<file path="src/rtl/core_pkg.sv">
// Shared definitions for the 5-stage RISC-V core.
//   - RV32I major opcode constants
//   - ct_t        : control-transfer class of the instruction in EX
//   - hz_state_t  : sequencing FSM states used by hazard_ctrl
package core_pkg;

  localparam logic [6:0] OP     = 7'b0110011;
  localparam logic [6:0] OP_IMM = 7'b0010011;
  localparam logic [6:0] JAL    = 7'b1101111;
  localparam logic [6:0] JALR   = 7'b1100111;
  localparam logic [6:0] BRANCH = 7'b1100011;
  localparam logic [6:0] LOAD   = 7'b0000011;
  localparam logic [6:0] STORE  = 7'b0100011;

  typedef enum logic [1:0] {
    CT_NONE   = 2'b00,
    CT_BRANCH = 2'b01,
    CT_JAL    = 2'b10,
    CT_JALR   = 2'b11
  } ct_t;

  typedef enum logic [1:0] {
    RUN      = 2'b00,
    MEM_WAIT = 2'b01,
    ERR      = 2'b10
  } hz_state_t;

endpackage

</file>
<file path="src/rtl/sat_counter.sv">
// Saturating event counter.
//   clk   : rising-edge clock
//   inc   : count one event this cycle
//   clr   : synchronous clear, wins over inc
//   count : current value, sticks at all-ones
module sat_counter #(
  parameter int W = 16
) (
  input  logic         clk,
  input  logic         inc,
  input  logic         clr,
  output logic [W-1:0] count
);

  function automatic logic [W-1:0] sat_inc(input logic [W-1:0] v);
    return (&v) ? v : v + 1'b1;
  endfunction

  always_ff @(posedge clk) begin
    if (clr)
      count <= '0;
    else if (inc)
      count <= sat_inc(count);
  end

endmodule

</file>
<file path="src/rtl/hazard_ctrl.sv">
// Pipeline sequencing controller for the 5-stage RISC-V core.
// Decides each cycle whether pipeline registers advance, hold or flush,
// tracks data-memory wait time with a timeout FSM and keeps saturating
// stall/flush performance counters.
// Inputs : clk, reset (sync, active-high), ID source regs (id_rs1, id_rs2,
//          id_uses_rs2), EX info (ex_rd, ex_mem_read, ex_ctrl_transfer,
//          ex_branch_taken), MEM info (mem_access, dmem_ready).
// Outputs: pc_write, pc_sel, if_id_write/flush, id_ex_write/flush,
//          ex_mem_write, mem_wb_flush, mem_err (sticky), stall_cnt, flush_cnt.
module hazard_ctrl
  import core_pkg::*;
#(
  parameter int MEM_TIMEOUT = 16,
  parameter int CNT_W       = 16
) (
  input  logic             clk,
  input  logic             reset,
  input  logic [4:0]       id_rs1,
  input  logic [4:0]       id_rs2,
  input  logic             id_uses_rs2,
  input  logic [4:0]       ex_rd,
  input  logic             ex_mem_read,
  input  logic [1:0]       ex_ctrl_transfer,
  input  logic             ex_branch_taken,
  input  logic             mem_access,
  input  logic             dmem_ready,
  output logic             pc_write,
  output logic             pc_sel,
  output logic             if_id_write,
  output logic             if_id_flush,
  output logic             id_ex_write,
  output logic             id_ex_flush,
  output logic             ex_mem_write,
  output logic             mem_wb_flush,
  output logic             mem_err,
  output logic [CNT_W-1:0] stall_cnt,
  output logic [CNT_W-1:0] flush_cnt
);

  localparam int                WAIT_W    = $clog2(MEM_TIMEOUT + 1);
  localparam logic [WAIT_W-1:0] TIMEOUT_V = WAIT_W'(MEM_TIMEOUT);

  hz_state_t         state, state_nxt;
  logic [WAIT_W-1:0] wait_cnt, wait_cnt_nxt;
  logic [WAIT_W-1:0] wait_inc;

  logic mem_stall, redirect, load_use, active;
  logic stall_evt, flush_evt;

  assign mem_stall = mem_access & ~dmem_ready;
  assign redirect  = (ex_ctrl_transfer == CT_JAL) | (ex_ctrl_transfer == CT_JALR) |
                     ((ex_ctrl_transfer == CT_BRANCH) & ex_branch_taken);
  // x0 can never carry a hazard; rs2 only matters when ID actually reads it.
  assign load_use  = ex_mem_read & (ex_rd != 5'd0) &
                     ((ex_rd == id_rs1) | (id_uses_rs2 & (ex_rd == id_rs2)));

  assign active    = (state != ERR);
  assign wait_inc  = wait_cnt + 1'b1;
  assign mem_err   = (state == ERR);

  // Redirect is only taken when MEM is not holding the pipe; the frozen EX
  // instruction re-evaluates once the memory access completes.
  assign stall_evt = active & (mem_stall | (load_use & ~redirect));
  assign flush_evt = active & ~mem_stall & redirect;

  always_ff @(posedge clk) begin
    if (reset) begin
      state    <= RUN;
      wait_cnt <= '0;
    end else begin
      state    <= state_nxt;
      wait_cnt <= wait_cnt_nxt;
    end
  end

  always_comb begin
    state_nxt    = state;
    wait_cnt_nxt = wait_cnt;
    pc_write     = 1'b1;
    pc_sel       = 1'b0;
    if_id_write  = 1'b1;
    if_id_flush  = 1'b0;
    id_ex_write  = 1'b1;
    id_ex_flush  = 1'b0;
    ex_mem_write = 1'b1;
    mem_wb_flush = 1'b0;

    case (state)
      RUN, MEM_WAIT: begin
        if (mem_stall) begin
          pc_write     = 1'b0;
          if_id_write  = 1'b0;
          id_ex_write  = 1'b0;
          ex_mem_write = 1'b0;
          mem_wb_flush = 1'b1;
        end else if (redirect) begin
          pc_sel      = 1'b1;
          if_id_flush = 1'b1;
          id_ex_flush = 1'b1;
        end else if (load_use) begin
          pc_write    = 1'b0;
          if_id_write = 1'b0;
          id_ex_flush = 1'b1;
        end

        // Release cycle falls through to the RUN rules above, so a
        // completing access costs no extra cycle.
        if (!mem_stall) begin
          state_nxt    = RUN;
          wait_cnt_nxt = '0;
        end else if (state == RUN) begin
          state_nxt    = MEM_WAIT;
          wait_cnt_nxt = {{(WAIT_W-1){1'b0}}, 1'b1};
        end else if (wait_inc == TIMEOUT_V) begin
          state_nxt    = ERR;
          wait_cnt_nxt = wait_inc;
        end else begin
          wait_cnt_nxt = wait_inc;
        end
      end

      default: begin
        pc_write     = 1'b0;
        if_id_write  = 1'b0;
        id_ex_write  = 1'b0;
        ex_mem_write = 1'b0;
      end
    endcase
  end

  sat_counter #(.W(CNT_W)) u_stall_cnt (
    .clk   (clk),
    .inc   (stall_evt),
    .clr   (reset),
    .count (stall_cnt)
  );

  sat_counter #(.W(CNT_W)) u_flush_cnt (
    .clk   (clk),
    .inc   (flush_evt),
    .clr   (reset),
    .count (flush_cnt)
  );

endmodule

</file>
<file path="config.mk">
export PLATFORM = sky130hd
export DESIGN_NAME = hazard_ctrl
export DESIGN_NICKNAME = d
export VERILOG_FILES = /design/src/rtl/core_pkg.sv /design/src/rtl/sat_counter.sv /design/src/rtl/hazard_ctrl.sv
export SDC_FILE = /design/constraint.sdc
export NUM_CORES = 1
export LEC_CHECK = 0
export ABC_AREA = 1
export CAP_MARGIN = 20
export CORE_AREA = 2 2 76 78
export DETAILED_ROUTE_END_ITERATION = 8
export DIE_AREA = 0 0 78 80
export PLACE_DENSITY = 0.77
export SETUP_SLACK_MARGIN = 0.5
export SLEW_MARGIN = 30
export SYNTH_ARGS = -nofsm -noshare
export SYNTH_HDL_FRONTEND = slang
export SYNTH_SLANG_ARGS = --single-unit
</file>
<file path="constraint.sdc">
create_clock -name clk -period 2 [get_ports clk]
set_clock_uncertainty 0.15 [all_clocks]
set_input_delay 0.3 -clock clk [delete_from_list [all_inputs] [get_ports clk]]
set_output_delay 0.3 -clock clk [all_outputs]
set_load 0.05 [all_outputs]
</file>
==> out/metrics.csv, run 1 <==
metric,value,unit
Cells after Synth,422,
Layout area overhead,70.1,%
achievable frequency,563,MHz
"Hold Violations, Final",0,
vias in the first global route,2747,
status,finished clean,
VDD IR-drop max,302,uV
post-synth net total,449,
clock buffer count from CTS,5,
Global Route Usage Sum,0.236,
hold crit path type,flip-flop to flip-flop,
DP HPWL,4.80,mm
Power Density,433,nW/um^2
worst r2r path cells,9,
post-synthesis cell area,2550,um^2
final worst-path cycle share,0.889,
DIE AREA,6240,um^2
Initial Utilization,0.472,
data required time of the critical path,1550,ps
post-synthesis cell type count,32,
Inserted Diodes,0,
Die W,78,um
Worst EP arrival,1330,ps
hold depth,2,
RSZ-0062 raised after global routing,yes,
Synth warnings,0,
number of I/O port buffers,64,
row count,27,
Hold Buf Count CTS,0,
Max transition margin,0.615,
nets,552,
register bit total from synthesis,39,
CTS Root Cell,clkbuf_8,
share of flip-flops with an asynchronous set or reset,0,
final instance area,4340,um^2
min cycle time layout,1780,ps
max-slew violations,0,
hold_sp,wait_cnt[1],
LEAKAGE,1.95,nW
RR Endpoint,u_flush_cnt.count[4],
via count,3151,
first-pass GRT wire length,11.9,mm
Synth area leader,dfxtp_1,
Longest Clk Path Bufs,2,
clock transition at the registers of the reported paths,80,ps
Slew @ Worst Pin,577,ps
critical path capture point type,output pin,
Total Wirelength,8.44,mm
area fraction of the dominant cell type after synthesis,0.306,
leading post-synthesis cells by cell area,"dfxtp_1, nand2_1, inv_1",
fillcell total,346,
antenna-violating nets left,0,
TritonCTS clock tree,yes,
CP Launch Type,input port,
Die Ht,80,um
Vias/cell,5.27,
Max-Cap Viols,0,
DR pass1 iterations,5,
placed cells,554,
Area after DPL,3620,um^2
"Seq/Total Area, Yosys",0.306,
R2R Path Start,state[1],
"Top FF cell, synth",dfxtp_1,
Post-Syn Area per Cell,6.04,um^2
core area,5410,um^2
RePlAce Congestion,0.929,
Hold EP,wait_cnt[1],
initial antenna violation count,0,
layout cell share with drive strength beyond 1,0.464,
Post-Layout Cell Count,598,
H-Tree Depth,2,
CTS sink count,39,
Worst R2R Setup Slack,300,ps
critical path type,input port to output pin,
Avg WL per Cell,14.1,um
"EDFF count, synth",0,
largest net degree at the start of global routing,31,
Worst-Skew Late Latency,290,ps
grt ovf,0,
number of remaining DRC errors,0,
initial DRC count,188,
final setup violation count,0,
number of placed I/O pins,65,
crit-path max FO,2,
hold slack,340,ps
==> where the power goes <==
part / internal [mW] / switching, mW / total, mW
Sequential: 0.757 / 0.0173 / 0.774
Clock: 0.315 / 0.288 / 0.603
Combinational: 0.242 / 0.257 / 0.499
Total: 1.31 / 0.562 / 1.88
==> metal layers <==
| metal | part of all wire | GRT usage |
|---|---|---|
| met1 | 0.38 | 0.267 |
| met2 | 0.53 | 0.454 |
| met3 | 0.053 | 0.0362 |
| met4 | 0.031 | 0.0684 |
| met5 | 0 | 0 |
==> area by class of cell <==
cell class,count,area [um^2],area share
Timing Repair Buffer,109,1150,0.266
Inverter,88,354,0.0817
Sequential cell,39,895,0.206
Clock buffer,8,100,0.0231
Tap cell,72,90.1,0.0208
Multi-Input combinational cell,282,1740,0.402
==> synthesized netlist by cell type (all sizes together) (3+ instances only) <==
cell    count
nand2     119
inv        87
nor2       52
dfxtp      39
nand3      31
nand4      22
a21oi      21
nor3       12
o21ai      10
buf         9
clkbuf      4
ha          3
xnor2       3
xor2        3
==> worst max-delay path by stage <==
stage	startpoint	endpoint	slack, ps	cells past startpoint
detailed placement	ex_rd[4]	if_id_write	-240	11
floorplan	state[1]	pc_sel	190	5
global route	id_rs1[0]	pc_write	120	11
global placement	ex_rd[4]	if_id_write	-200	11
finish	id_rs1[0]	pc_write	220	11
CTS	id_rs2[2]	pc_write	270	10
==> metrics by stage <==
stage          utilization  total power [mW]  TNS [ps]  setup WS, ps
6_report             0.802              1.88         0           222
5_1_grt              0.802              1.94         0           119
4_1_cts              0.757              1.82         0           270
3_5_place_dp         0.670              1.16     -3040          -235
3_3_place_gp         0.670              1.15     -1880          -199
2_1_floorplan            -              1.01         0           185
==> critical path, stage by stage <==
cell,delay [ps]
buf_6,80
inv_2,40
nand2_1,70
nand2_1,50
nor2_1,120
nand3_1,110
nand2_2,90
nand3_2,90
nand2_2,100
clkinvlp_4,120
buf_8,170
==> layout by cell type, fill, tap and decap left out, drive strengths merged, types with 11 or more instances in the layout <==
master,Yosys,final
dfxtp,39,39
nor2,52,52
nand4,22,22
inv,87,86
nor3,12,12
a21oi,21,21
buf,9,87
nand3,31,31
clkbuf,4,11
nand2,119,119
==> logic make-up after synthesis <==
kind of cell,share of synthesized area
adders and majority gates,0.0147
DFF,0.306
buffers and inverters,0.163
xor gates and xnor gates,0.0206
and+or+nand+nor,0.417
AOI/OAI and AO/OA,0.0781
==> sequential cells by signal, indices dropped and copies added, names as in the netlist <==
name	cells
u_stall_cnt.count	16
wait_cnt	5
state	2
u_flush_cnt.count	16
==> timing repair <==
item,4_1_cts,5_1_grt
buffers inserted,22,10
endpoints found under the setup margin,75,64
resized for setup,236,94
endpoints found under the hold margin,0,0
pin swaps,50,67
gates cloned,3,1
No activity file was read; power rests on OpenSTA's default activity.
==> run 2, diff against run 1 <==
CAP_MARGIN = 10   (was 20)
==> results of run 2 <==
Final layout, timing and power as in run 1 (identical DEF).
